--- src/rtl/fsk_demodulator.sv ---
// FSK receive path: synchronizes the tone decision and carrier flag, samples mid-symbol,
// majority-votes repetition_factor samples per bit and assembles a DATA_WIDTH-bit word (MSB first).
module fsk_demodulator #(
  parameter int DATA_WIDTH  = 128,
  parameter int SYNC_STAGES = 2
) (
  input  logic                  clk,
  input  logic                  reset_b,
  input  logic                  fsk_in,
  input  logic                  carrier_in,
  input  logic [15:0]           symbol_time,
  input  logic [3:0]            repetition_factor,
  output logic [DATA_WIDTH-1:0] out_bitstream,
  output logic                  out_valid,
  output logic                  abort,
  output logic                  busy,
  output logic [15:0]           disagree_count,
  output logic [1:0]            dbg_state
);

  // Handshake: out_valid and abort are single-cycle strobes with no backpressure;
  // out_bitstream is stable from the out_valid cycle until the next out_valid.

  localparam int BW = $clog2(DATA_WIDTH + 1);
  localparam int SW = $clog2(SYNC_STAGES + 1);

  typedef enum logic [1:0] {
    IDLE   = 2'd0,
    ALIGN  = 2'd1,
    SAMPLE = 2'd2,
    DONE   = 2'd3
  } state_t;

  state_t                  state_q, state_d;
  logic [SYNC_STAGES-1:0]  fsk_sync_q, car_sync_q;
  logic                    car_prev_q;
  logic [SW-1:0]           settle_q;
  logic [15:0]             sym_t_q, sym_t_d;
  logic [3:0]              rep_q, rep_d;
  logic [15:0]             cnt_q, cnt_d;
  logic [3:0]              samp_q, samp_d;
  logic [3:0]              ones_q, ones_d;
  logic [BW-1:0]           bit_cnt_q, bit_cnt_d;
  logic [DATA_WIDTH-1:0]   shift_q, shift_d;
  logic [DATA_WIDTH-1:0]   out_q, out_d;
  logic [15:0]             dis_q, dis_d;
  logic                    abort_q, abort_d;

  logic        fsk_s, car_s, settled, car_rise;
  logic [4:0]  ones_n;
  logic        bit_v;
  logic [3:0]  miss;
  logic [16:0] dis_sum;
  logic [15:0] dis_sat;

  assign fsk_s    = fsk_sync_q[SYNC_STAGES-1];
  assign car_s    = car_sync_q[SYNC_STAGES-1];
  // Edge detection is held off until the synchronizer has flushed its reset zeros,
  // so a carrier already present at reset release is not mistaken for a new frame.
  assign settled  = (settle_q == SW'(SYNC_STAGES));
  assign car_rise = settled && car_s && !car_prev_q;

  assign ones_n  = {1'b0, ones_q} + {4'b0, fsk_s};
  assign bit_v   = ({ones_n, 1'b0} > {2'b0, rep_q});
  assign miss    = bit_v ? (rep_q - ones_n[3:0]) : ones_n[3:0];
  assign dis_sum = {1'b0, dis_q} + {13'b0, miss};
  assign dis_sat = dis_sum[16] ? 16'hFFFF : dis_sum[15:0];

  always_ff @(posedge clk or negedge reset_b) begin
    if (!reset_b) begin
      state_q    <= IDLE;
      fsk_sync_q <= '0;
      car_sync_q <= '0;
      car_prev_q <= 1'b1;
      settle_q   <= '0;
      sym_t_q    <= '0;
      rep_q      <= '0;
      cnt_q      <= '0;
      samp_q     <= '0;
      ones_q     <= '0;
      bit_cnt_q  <= '0;
      shift_q    <= '0;
      out_q      <= '0;
      dis_q      <= '0;
      abort_q    <= 1'b0;
    end else begin
      state_q    <= state_d;
      fsk_sync_q <= {fsk_sync_q[SYNC_STAGES-2:0], fsk_in};
      car_sync_q <= {car_sync_q[SYNC_STAGES-2:0], carrier_in};
      if (settled) car_prev_q <= car_s;
      else         settle_q   <= settle_q + 1'b1;
      sym_t_q    <= sym_t_d;
      rep_q      <= rep_d;
      cnt_q      <= cnt_d;
      samp_q     <= samp_d;
      ones_q     <= ones_d;
      bit_cnt_q  <= bit_cnt_d;
      shift_q    <= shift_d;
      out_q      <= out_d;
      dis_q      <= dis_d;
      abort_q    <= abort_d;
    end
  end

  always_comb begin
    state_d   = state_q;
    sym_t_d   = sym_t_q;
    rep_d     = rep_q;
    cnt_d     = cnt_q;
    samp_d    = samp_q;
    ones_d    = ones_q;
    bit_cnt_d = bit_cnt_q;
    shift_d   = shift_q;
    out_d     = out_q;
    dis_d     = dis_q;
    abort_d   = 1'b0;
    case (state_q)
      IDLE: begin
        if (car_rise) begin
          sym_t_d   = (symbol_time < 16'd2) ? 16'd2 : symbol_time;
          rep_d     = (repetition_factor == 4'd0) ? 4'd1 : repetition_factor;
          cnt_d     = (sym_t_d >> 1) - 16'd1;
          samp_d    = '0;
          ones_d    = '0;
          bit_cnt_d = '0;
          dis_d     = '0;
          state_d   = ALIGN;
        end
      end
      ALIGN, SAMPLE: begin
        if (cnt_q == 16'd0) begin
          cnt_d   = sym_t_q - 16'd1;
          state_d = SAMPLE;
          if (samp_q == rep_q - 4'd1) begin
            shift_d   = {shift_q[DATA_WIDTH-2:0], bit_v};
            dis_d     = dis_sat;
            samp_d    = '0;
            ones_d    = '0;
            bit_cnt_d = bit_cnt_q + 1'b1;
            if (bit_cnt_q == BW'(DATA_WIDTH - 1)) begin
              out_d   = shift_d;
              state_d = DONE;
            end
          end else begin
            samp_d = samp_q + 4'd1;
            ones_d = ones_n[3:0];
          end
        end else begin
          cnt_d = cnt_q - 16'd1;
        end
        // A final sample coinciding with carrier loss still completes the frame.
        if (!car_s && state_d != DONE) begin
          state_d = IDLE;
          abort_d = 1'b1;
        end
      end
      DONE: state_d = IDLE;
      default: state_d = IDLE;
    endcase
  end

  assign out_bitstream  = out_q;
  assign out_valid      = (state_q == DONE);
  assign abort          = abort_q;
  assign busy           = (state_q != IDLE);
  assign disagree_count = dis_q;
  assign dbg_state      = state_q;

endmodule
--- config.mk ---
export PLATFORM = sky130hd
export DESIGN_NAME = fsk_demodulator
export DESIGN_NICKNAME = d
export VERILOG_FILES = /design/src/rtl/fsk_demodulator.sv
export SDC_FILE = /design/constraint.sdc
export NUM_CORES = 1
export LEC_CHECK = 0
export CELL_PAD_IN_SITES_DETAIL_PLACEMENT = 1
export CELL_PAD_IN_SITES_GLOBAL_PLACEMENT = 1
export CORE_MARGIN = 2
export CORE_UTILIZATION = 39
export DETAILED_ROUTE_END_ITERATION = 7
export DONT_BUFFER_PORTS = 1
export GPL_TIMING_DRIVEN = 0
export PLACE_DENSITY = 0.61
export RECOVER_POWER = 100
export SLEW_MARGIN = 20
export SYNTH_ARGS = -nofsm -noshare
export SYNTH_HDL_FRONTEND = slang
export SYNTH_SLANG_ARGS = --single-unit
--- constraint.sdc ---
create_clock -name clk -period 5 [get_ports clk]
set_input_delay 0.25 -clock clk [delete_from_list [all_inputs] [get_ports clk]]
set_output_delay 0.25 -clock clk [all_outputs]
set_load 0.01 [all_outputs]
== Word-level counts from Yosys, hierarchy flattened ==
Cells that the tools add are included.

* $add $sub $neg: 10
* Order comparisons: 2
* Equality and inequality tests: 10
* Multiplexer cells: 31
* Reductions and logical operators: 17

{| class="wikitable"
|+ Operators with widths
! operator !! number
|-
| $mux W16 || 7
|-
| $pmux W16 S2 || 2
|-
| $sub A16 B1 Y16 const B || 2
|-
| $mux W4 || 7
|-
| $mux W8 || 3
|-
| $add A16 B4 Y17 || 1
|-
| $logic_not A16 Y1 || 1
|-
| $lt A16 B2 Y1 const B || 1
|-
| $pmux W4 S2 || 2
|-
| $pmux W8 S2 || 1
|-
| $sub A15 B1 Y16 const B || 1
|-
| $add A8 B1 Y8 const B || 1
|-
| $eq A8 B7 Y1 const B || 1
|-
| $mux W2 || 4
|-
| $ne A2 B2 Y1 const B || 4
|-
| $reduce_and A4 Y1 || 2
|-
| $eq A2 B2 Y1 const B || 3
|-
| $gt A6 B4 Y1 || 1
|-
| $pmux W2 S3 || 1
|-
| $reduce_and A3 Y1 || 2
|-
| $add A4 B1 Y5 || 1
|-
| $add A4 B1 Y4 const B || 1
|-
| $eq A4 B4 Y1 || 1
|-
| $logic_not A4 Y1 || 1
|-
| 11 further kinds || 19
|}

* Register bits: 333
* Input port bits: 24
* Output and inout port bits: 149
* Word-level logic and storage cells: 85

== Depth between registers and ports, before layout ==
Gate-level depths: netlist of run 1.

* Depth in word-level cells: 9
* Gate-level depth with buffers: 20
* Mapped depth without buffers: 19

== Worst setup path after synthesis of run 1 ==
OpenSTA, ideal clock, no wires.

* Kind: register to register
* Start: register ones_q[0]
* End: register dis_q[10], in the netlist disagree_count[10]
* Library setup time: 0.078 ns
* Data arrival time: 3.778 ns
* Required time: 4.922 ns
* Setup slack: 1.144 ns
* Cell stages (with the launch flop): 21
* Path buffers: 1
* Cell sequence: dfrtp_1 > ha_1 > ha_1 > xnor2_1 > inv_1 > ha_1 > and4_1 > o21ai_0 > a31o_2 > nor2_1 > a21oi_1 > ha_1 > inv_1 > fa_1 > nor2b_1 > o21a_1 > nor2_1 > nor4b_1 > clkbuf_1 > nor2_1 > o2bb2ai_1

* Cells in the longest elaborated chain, start to end: 8
* Elaborated cells on any way between the ends: 9
* Classes of those cells: 3 x add/sub; 1 x order compare; 5 x mux

{| class="wikitable"
|+ RTL lines
! element !! RTL line !! source
|-
| start: declaration || 42 || <nowiki>logic [3:0] ones_q, ones_d;</nowiki>
|-
| start signal: assignment || 96 || <nowiki>ones_q <= ones_d;</nowiki>
|-
| $add A4 B1 Y5 (*) || 63 || <nowiki>assign ones_n = {1'b0, ones_q} + {4'b0, fsk_s};</nowiki>
|-
| $gt A6 B4 Y1 or $sub A4 B4 Y4 (tied branches) || 64, 65 ||
|-
| $mux W4 (*) || 65 || <nowiki>assign miss = bit_v ? (rep_q - ones_n[3:0]) : ones_n[3:0];</nowiki>
|-
| $add A16 B4 Y17 (*) || 66 || <nowiki>assign dis_sum = {1'b0, dis_q} + {13'b0, miss};</nowiki>
|-
| $mux W16 (*) || 67 || <nowiki>assign dis_sat = dis_sum[16] ? 16'hFFFF : dis_sum[15:0];</nowiki>
|-
| $mux W16 (*) || 134 || <nowiki>if (samp_q == rep_q - 4'd1) begin</nowiki>
|-
| $mux W16 (*) || 131 || <nowiki>if (cnt_q == 16'd0) begin</nowiki>
|-
| $pmux W16 S2 (*) || 117 || <nowiki>case (state_q)</nowiki>
|-
| end signal: assignment || 100 || <nowiki>dis_q <= dis_d;</nowiki>
|-
| end: declaration || 46 || <nowiki>logic [15:0] dis_q, dis_d;</nowiki>
|}

Every way passes the cells marked *; elsewhere a longest branch is shown, timed or not. The select of a mux whose other input is x is not followed.
A chain may end at the register's enable or synchronous reset.

== Worst setup path after layout of run 1 ==
* Start: register state_q[0], in the netlist dbg_state[0]
* End: register cnt_q[10]

* Cells in the longest elaborated chain, start to end: 4
* Elaborated cells on any way between the ends: 8
* Classes of those cells: 3 x eq/ne; 1 x mux; 4 x reduce/logical

{| class="wikitable"
|+ RTL lines
! element !! RTL line !! source
|-
| start: declaration || 34 || <nowiki>state_t state_q, state_d;</nowiki>
|-
| start signal: assignment || 87 || <nowiki>state_q <= state_d;</nowiki>
|-
| $eq A2 B1 Y1 or $eq A2 B2 Y1 (tied branches) || 117 ||
|-
| $reduce_or A2 Y1 || 117 ||
|-
| $reduce_bool A2 Y1 (no source line) || n/a ||
|-
| $reduce_and A2 Y1 (no source line) || n/a ||
|-
| end signal: assignment || 94 || <nowiki>cnt_q <= cnt_d;</nowiki>
|-
| end: declaration || 40 || <nowiki>logic [15:0] cnt_q, cnt_d;</nowiki>
|}

Parallel ways exist; a longest one is shown, timed or not.

==> results_dict.tcl, run 1 <==
set metrics [dict create \
    yosys.area.top_type "dfrtp_1" \
    synthCells 1077 \
    instances_no_fill 1625 \
    cp_max_fo 14 \
    dp_hpwl_um 21800 \
    clkTransAtPathRegs_ps 60 \
    clkSinkCount 333 \
    r2r-start "dbg_state[0]" \
    finalSetupViolCount 0 \
    seq_area_um2 8330 \
    grt_use_total_pct 18.0 \
    antenna_found_initial 0 \
    clk_root_buffer_cell "clkbuf_16" \
    syn-cell-area_um2 14100 \
    fin_util_pct 45.0 \
    cts_setup_buffers 0 \
    syn_to_final_growth_pct 13.7 \
    synthArstFlopShare_pct 100 \
    ys_types 67 \
    slew_viol_final 7 \
    rsz0062_at_grt "false" \
    pwr-share-clk_pct 37.8 \
    drive_above_1_share_pct 11.2 \
    r2r_cells 13 \
    status "finished, violations left" \
    tns_ps 0 \
    p_seq_share_pct 43.8 \
    cts_buffer_depth 3 \
    ys_ff_latch 333 \
    multiInputGateArea_um2 5510 \
    die_w_um 194 \
    avgSynthCellArea_um2 13.1 \
    hold_viol_final 333 \
    post-route-drc-count 9 \
    core-area_um2 35700 \
    fin_ws_ps 409 \
    max_freq_mhz 218 \
    internal_power_mw 4.90 \
    rows 69 \
    violations "DRC, hold timing, capacitance limit, slew limit" \
    vdd_drop_max_uv 267 \
    cts_htree_levels 2 \
    ys_warn_count 0 \
    yosys.area.top_type_share_pct 58.8 \
    wl_per_cell_um 20.3 \
    path_class "flop to flop" \
    start_util_pct 39.6 \
    post-place-cells 1538 \
    grt_pass1_wl_um 53900 \
    worst_setup_path_start_kind "flop" \
    leakagePower_nw 7.91 \
    reg2reg_slack_ps 410 \
    gp_congestion 0.816 \
    cts_buffers 38 \
    synth_area_leaders "dfrtp_1 59%, mux2_1 16%, mux2_2 5.3%, nand2_1 2.5%, ha_1 1.7%" \
    netSwitchingPower_mw 2.08 \
    die_height_um 194 \
    slew_headroom_pct -14.7 \
    synth_nets 1122 \
    portBuffers 0 \
    grt_pass1_vias 9531 \
    finalWirelength_um 33000 \
    fin_crit_sh_pct 91.8 \
    grt_max_degree 334 \
    drtIter0Drc 314 \
    overflow 0 \
    final_nets 1184 \
    holdBufCountCts 23 \
    seq_area_frac_synth_pct 59.0 \
    cts_tree "built" \
    synth_edf_count 0 \
    firstDrtPassIters 6 \
    drt-vias-per-instance 5.36 \
    finClkSkew_ps 13.1 \
    timing.rr.end "cnt_q[10]" \
    ant_nets 0 \
    worstPathArrival_ps 5060 \
    power_frac_comb_pct 18.4 \
    place_ws_ps 42.5 \
    synth_ff_type "dfrtp_1" \
    period_minus_slack_ps 4590 \
    cp.required_ps 5470 \
    vias 8718 \
    diodes 0 \
    nFillCells 3692 \
    boundaryPins 173 \
    power_density_nw_per_um2 434 \
    clk_latency_ps 540 \
    worstHoldPathType "input port to async pin" \
    hold_ws_ps -591 \
    p_sw_share_pct 29.8 \
    fin_total_pwr_mw 6.97 \
    cap_viol_max_count 1 \
    crit_path_end_kind "flop" \
    tightest_slew_ps 1680 \
    die-area_um2 37800 \
]
## cells by family after synthesis
group                      synth area share [%]
adders and majority gates                  1.97
xor gates and xnor gates                   1.40
muxes                                      21.6
and+or+nand+nor                            6.94
DFF                                        59.0
buffers and inverters                      2.02
AOI/OAI and AO/OA                          7.07
## cell usage after synthesis, drive strengths merged (6+ instances only)
| cell type | instances |
|---|---|
| nand4 | 7 |
| xor2 | 7 |
| a21oi | 38 |
| buf | 29 |
| mux2 | 266 |
| inv | 18 |
| xnor2 | 13 |
| nor4 | 11 |
| dfrtp | 332 |
| nor3 | 19 |
| nand2 | 94 |
| ha | 19 |
| clkbuf | 20 |
| o21a | 6 |
| nor2 | 33 |
| o21ai | 52 |
| nand3 | 12 |
| a22o | 7 |
| and3 | 6 |
| mux2i | 6 |
| o31ai | 7 |
## final cells by class
class                      count  area share (%)
buffer                        48            1.14
clock buffer                  53            6.53
multi-input combinational    677            34.3
clock inverter                12           0.662
sequential                   333            51.9
inverter                      18           0.421
tap                          461            3.59
timing repair buffer          23            1.43
## per-stage QoR
| step | area, µm² | hold slack (ps) |
|---|---|---|
| 4_1_cts | 16100 | -625 |
| 6_report | 16100 | -591 |
| 3_3_place_gp | 14700 | -32.0 |
| 5_1_grt | 16100 | -617 |
| 3_5_place_dp | 14700 | -33.5 |
| 2_1_floorplan | 14100 | -45.6 |
## flip-flops by register name, summed over array words and instances, names as in the netlist, 4 cells and up
signal and cells:
bit_cnt_q 8, cnt_q 16, rep_q 4, samp_q 4, disagree_count 16, ones_q 4, sym_t_q 16, out_bitstream 128
shift_q 127
## power by group through the flow
stage                     Clock, mW  Combinational (mW)  Sequential (mW)
after floorplan                   0               0.962             3.04
after global placement            0                1.24             3.09
after detailed placement          0                1.28             3.10
after CTS                      2.74                1.30             3.05
after global routing           2.84                1.46             3.08
final                          2.64                1.28             3.05
## cell usage in the layout, fill, tap and decap left out, types with 5 or more instances in the layout
cell type	count
dfrtp_1	332
mux2_1	200
nand2_1	94
mux2_2	66
clkbuf_1	58
o21ai_0	44
clkbuf_16	39
a21oi_1	38
nor2_1	32
dlygate4sd3_1	23
nor3_1	19
inv_1	18
ha_1	18
xnor2_1	13
nand3_1	12
nor4_1	10
o21ai_1	8
clkinv_2	8
xor2_1	7
nand4_1	7
o31ai_1	7
a22o_1	7
o21a_1	6
and3_1	6
mux2i_1	6
a31oi_1	5
o2bb2ai_1	5
## worst max path at each step
stage	start	endpoint	slack [ps]	cells past startpoint
after global routing	dbg_state[1]	cnt_q[10]	110	13
after CTS	dbg_state[0]	cnt_q[10]	30	14
after global placement	dbg_state[0]	cnt_q[10]	30	14
after detailed placement	dbg_state[0]	cnt_q[10]	40	14
after floorplan	ones_q[0]	disagree_count[10]	1140	20
final	dbg_state[0]	cnt_q[10]	410	13
## repair_timing
action,in CTS,in global routing
endpoints found under the setup margin,0,13
resized for setup,0,4
hold endpoints to repair,357,333
## per-layer routing
metal / up-vias / GRT usage, % / part of all wire, %
met1: 4511 / 24.1 / 46
met4: 0 / 5.87 / 2.3
li1: 3998 / - / -
met3: 49 / 4.81 / 6.0
met2: 160 / 28.4 / 46
met5: - / 0 / 0
## worst max-delay path, cell delays in order (launching register included)
cell	delay, ps
dfrtp_1	470
inv_1	80
ha_2	550
clkbuf_1	500
clkbuf_1	550
clkbuf_1	450
nand2_1	90
o21ai_0	100
ha_1	290
o311ai_1	250
or4_1	450
buf_2	180
or3_1	380
a31oi_1	170
Power figures use the tool's default switching activity.
==> run 2, diff against run 1 <==
- CTS_BUF_LIST: unset -> sky130_fd_sc_hd__clkbuf_16
==> results_dict.tcl, run 2 (synthesis results as in run 1) <==
set metrics [dict create \
    clkSinkCount 333 \
    crit_path_end_kind "flop" \
    holdBufCountCts 23 \
    p_seq_share_pct 44.1 \
    grt_max_degree 334 \
    vdd_drop_max_uv 266 \
    cts_buffers 38 \
    clk_root_buffer_cell "clkbuf_16" \
    grt_use_total_pct 18.0 \
    violations "DRC, hold timing, capacitance limit, slew limit" \
    rows 69 \
    die_w_um 194 \
    cts_setup_buffers 0 \
    die_height_um 194 \
    leakagePower_nw 7.95 \
    p_sw_share_pct 30.0 \
    drt-vias-per-instance 5.33 \
    power_density_nw_per_um2 431 \
    worstPathArrival_ps 5050 \
    syn_to_final_growth_pct 13.5 \
    cts_htree_levels 2 \
    finalSetupViolCount 0 \
    start_util_pct 39.6 \
    tns_ps 0 \
    post-place-cells 1538 \
    drtIter0Drc 321 \
    instances_no_fill 1625 \
    clkTransAtPathRegs_ps 60 \
    worst_setup_path_start_kind "flop" \
    mostFrequentLayoutCell "dfrtp_1" \
    wl_per_cell_um 20.3 \
    max_freq_mhz 218 \
    hold_viol_final 333 \
    status "finished, violations left" \
    hold_ws_ps -592 \
    clk_latency_ps 550 \
    finalWirelength_um 33000 \
    cts_tree "built" \
    diodes 0 \
    largest_reg_flops 128 \
    grt_pass1_vias 9528 \
    final_nets 1184 \
    core-area_um2 35700 \
    drive_above_1_share_pct 11.0 \
    die-area_um2 37800 \
    tightest_slew_ps 1700 \
    internal_power_mw 4.84 \
    firstDrtPassIters 6 \
    worstHoldPathType "input port to async pin" \
    power_frac_comb_pct 18.5 \
    boundaryPins 173 \
    mostFrequentLayoutCells "332 x dfrtp_1, 200 x mux2_1, 94 x nand2_1" \
    cp_max_fo 14 \
    ant_nets 0 \
    post-route-drc-count 9 \
    finClkSkew_ps 14.0 \
    dp_hpwl_um 21800 \
    slew_viol_final 7 \
    gp_congestion 0.816 \
    period_minus_slack_ps 4580 \
    path_class "flop to flop" \
    overflow 0 \
    portBuffers 0 \
    vias 8661 \
    cts_buffer_depth 3 \
    slew_headroom_pct -16.4 \
    grt_pass1_wl_um 54100 \
    pwr-share-clk_pct 37.3 \
    antenna_found_initial 0 \
    rsz0062_at_grt "false" \
    netSwitchingPower_mw 2.07 \
    cp.required_ps 5470 \
    cap_viol_max_count 1 \
    fin_crit_sh_pct 91.6 \
]
==> run 2: final timing paths <==
path / startpoint / to / slack, ps / cells past startpoint
max: dbg_state[0] / cnt_q[10] / 420 / 13
min: reset_b / cnt_q[6] / -590 / 0
max reg2reg: dbg_state[0] / cnt_q[10] / 420 / 13
min reg2reg: fsk_sync_q[0] / fsk_sync_q[1] / 350 / 0
max in group asynchronous: reset_b / shift_q[19] / 4670 / 0
min in group clk: symbol_time[11] / cnt_q[10] / 40 / 4
==> run 2: critical path, cell delays in order, from the launching register on <==
cell and delay, ps:
dfrtp_1 470, inv_1 80, ha_2 540, clkbuf_1 510
clkbuf_1 550, clkbuf_1 440, nand2_1 90, o21ai_0 100
ha_1 280, o311ai_1 250, or4_1 450, buf_2 180
or3_1 380, a31oi_1 170
==> run 2: timing repair <==
item | 4_1_cts | 5_1_grt
gates resized for setup | 0 | 4
setup endpoints to repair | 0 | 13
endpoints found under the hold margin | 357 | 333
==> run 2: area by class of cell <==
class | instances | area, µm²
fillers | 3695 | 19600
flip-flops and latches | 333 | 8330
multi-input cells | 677 | 5510
clock buffers | 39 | 976
well taps | 461 | 577
repair buffers | 23 | 230
plain buffers | 48 | 183
clock inverters | 26 | 159
inverters | 18 | 67.6
==> run 2: per-layer routing <==
layer	part of all wire, %	track usage, %	vias up
met2	46	28.4	161
li1	-	-	3993
met3	6.0	4.81	51
met5	0	0	-
met1	46	24.2	4456
met4	2.3	5.87	0
==> run 2: power groups by stage <==
| stage | Sequential (mW) | Clock [mW] | Combinational, mW |
|---|---|---|---|
| 2_1_floorplan | 3.04 | 0 | 0.962 |
| 3_3_place_gp | 3.09 | 0 | 1.24 |
| 3_5_place_dp | 3.10 | 0 | 1.28 |
| 4_1_cts | 3.05 | 2.69 | 1.30 |
| 5_1_grt | 3.08 | 2.78 | 1.46 |
| 6_report | 3.05 | 2.58 | 1.28 |
==> run 2: stage by stage <==
step / total power [mW] / util (%) / instance area [µm²] / setup WS (ps)
floorplan: 4.00 / - / 14100 / 1140
global placement: 4.33 / 41.3 / 14700 / 34.1
detailed placement: 4.37 / 41.3 / 14700 / 42.5
CTS: 7.04 / 45.1 / 16100 / 30.2
global route: 7.32 / 45.0 / 16000 / 114
finish: 6.91 / 45.0 / 16000 / 419
==> run 3, diff against run 2 <==
- CELL_PAD_IN_SITES_DETAIL_PLACEMENT: 1 -> 0
- SKIP_LAST_GASP: unset -> 1
==> results_dict.tcl, run 3 (synthesis results as in run 1) <==
set metrics [dict create \
    syn_to_final_growth_pct 14.7 \
    firstDrtPassIters 7 \
    die_height_um 194 \
    cap_viol_max_count 0 \
    slew_headroom_pct 30.1 \
    instances_no_fill 1629 \
    fin_crit_sh_pct 93.9 \
    dp_hpwl_um 20500 \
    fin_util_pct 45.5 \
    grt_pass1_vias 8962 \
    worstPathArrival_ps 5150 \
    cts_buffer_depth 3 \
    cp.required_ps 5460 \
    drive_above_1_share_pct 11.3 \
    rows 69 \
    crit_path_end_kind "flop" \
    mostFrequentLayoutCell "dfrtp_1" \
    largest_reg_flops 128 \
    grt_max_degree 334 \
    grt_use_total_pct 17.0 \
    portBuffers 0 \
    drtIter0Drc 407 \
    start_util_pct 39.6 \
    worstHoldPathType "input port to async pin" \
    vdd_drop_max_uv 289 \
    max_freq_mhz 213 \
    leakagePower_nw 8.02 \
    gp_congestion 0.816 \
    clk_latency_ps 550 \
    period_minus_slack_ps 4690 \
    final_nets 1184 \
    hold_ws_ps -592 \
    clkTransAtPathRegs_ps 60 \
    clk_root_buffer_cell "clkbuf_16" \
    antenna_found_initial 0 \
    die-area_um2 37800 \
    die_w_um 194 \
    overflow 0 \
    tightest_slew_ps 1050 \
    cts_tree "built" \
    path_class "flop to flop" \
    core-area_um2 35700 \
    mostFrequentLayoutCells "332 x dfrtp_1, 200 x mux2_1, 94 x nand2_1" \
    vias 8551 \
    status "finished, violations left" \
    multiInputGateArea_um2 5520 \
    finalWirelength_um 31000 \
    wl_per_cell_um 19.0 \
    slew_viol_final 0 \
    holdBufCountCts 23 \
    rsz0062_at_grt "true" \
    cp_max_fo 14 \
    finalSetupViolCount 0 \
    violations "DRC, hold timing" \
    post-route-drc-count 9 \
    hold_viol_final 333 \
    clkSinkCount 333 \
    finClkSkew_ps 16.8 \
    power_density_nw_per_um2 445 \
    grt_pass1_wl_um 51000 \
    worst_setup_path_start_kind "flop" \
    boundaryPins 173 \
    post-place-cells 1538 \
    seq_area_um2 8330 \
    diodes 0 \
    nFillCells 3310 \
    drt-vias-per-instance 5.25 \
    cts_htree_levels 2 \
    fin_total_pwr_mw 7.21 \
    cts_setup_buffers 0 \
    cts_buffers 38 \
    ant_nets 0 \
]
[run 3: changes by cell type in the layout (fill, tap and decap cells not counted), moves of 2 or more]
| cell | change |
|---|---|
| bufinv_16 | +7 |
| clkinv_1 | +5 |
| clkinv_2 | -4 |
| inv_1 | -4 |
| clkbuf_1 | -2 |
| clkbuf_2 | +2 |
[run 3: path summary, 6_finish.rpt]
path / start / endpoint / slack [ps] / depth (start not counted)
worst max-delay path: dbg_state[0] / cnt_q[10] / 310 / 13
worst min-delay path: reset_b / settle_q[0] / -590 / 0
worst max register to register: dbg_state[0] / cnt_q[10] / 310 / 13
worst min register to register: fsk_sync_q[0] / fsk_sync_q[1] / 350 / 0
max in group asynchronous: reset_b / disagree_count[7] / 4740 / 0
min in group clk: symbol_time[11] / cnt_q[10] / 30 / 4
[run 3: area by class of cell]
cell class / count / share of cell area (%)
Tap cell: 461 / 3.56
Sequential cell: 333 / 51.4
Buffer: 48 / 1.14
Clock inverter: 31 / 2.18
Inverter: 18 / 0.417
Timing Repair Buffer: 23 / 1.42
Multi-Input combinational cell: 677 / 34.0
Clock buffer: 38 / 5.86
[run 3: routing by layer]
metal	part of all wire, %	vias to the layer above	track usage, %
met1	46	4299	23.4
met2	45	180	25.7
met5	0	-	0
met3	6.9	48	5.36
met4	2.3	0	4.96
li1	-	4024	-
[run 3: critical path, cell delays in order, from the launching register on]
cell	delay (ps)
dfrtp_1	460
inv_1	70
ha_1	690
clkbuf_1	490
clkbuf_1	570
clkbuf_1	430
nand2_1	80
o21ai_0	90
ha_1	280
o311ai_1	250
or4_1	450
buf_2	180
or3_1	380
a31oi_1	170
[run 3: power breakdown]
part | switching [mW] | internal [mW]
combinational | 0.750 | 0.501
sequential | 0.175 | 2.87
clock | 1.12 | 1.80
[run 3: stage by stage]
| stage | worst slack [ps] | instance area [µm²] | TNS (ps) |
|---|---|---|---|
| 2_1_floorplan | 1140 | 14100 | 0 |
| 3_3_place_gp | 34.1 | 14700 | 0 |
| 3_5_place_dp | 18.6 | 14700 | 0 |
| 4_1_cts | 13.8 | 16200 | 0 |
| 5_1_grt | -34.4 | 16200 | -34.4 |
| 6_report | 306 | 16200 | 0 |
[run 3: timing repair]
action,CTS,global route
hold endpoints to repair,357,333
endpoints found under the setup margin,0,12
gates resized for setup,0,2
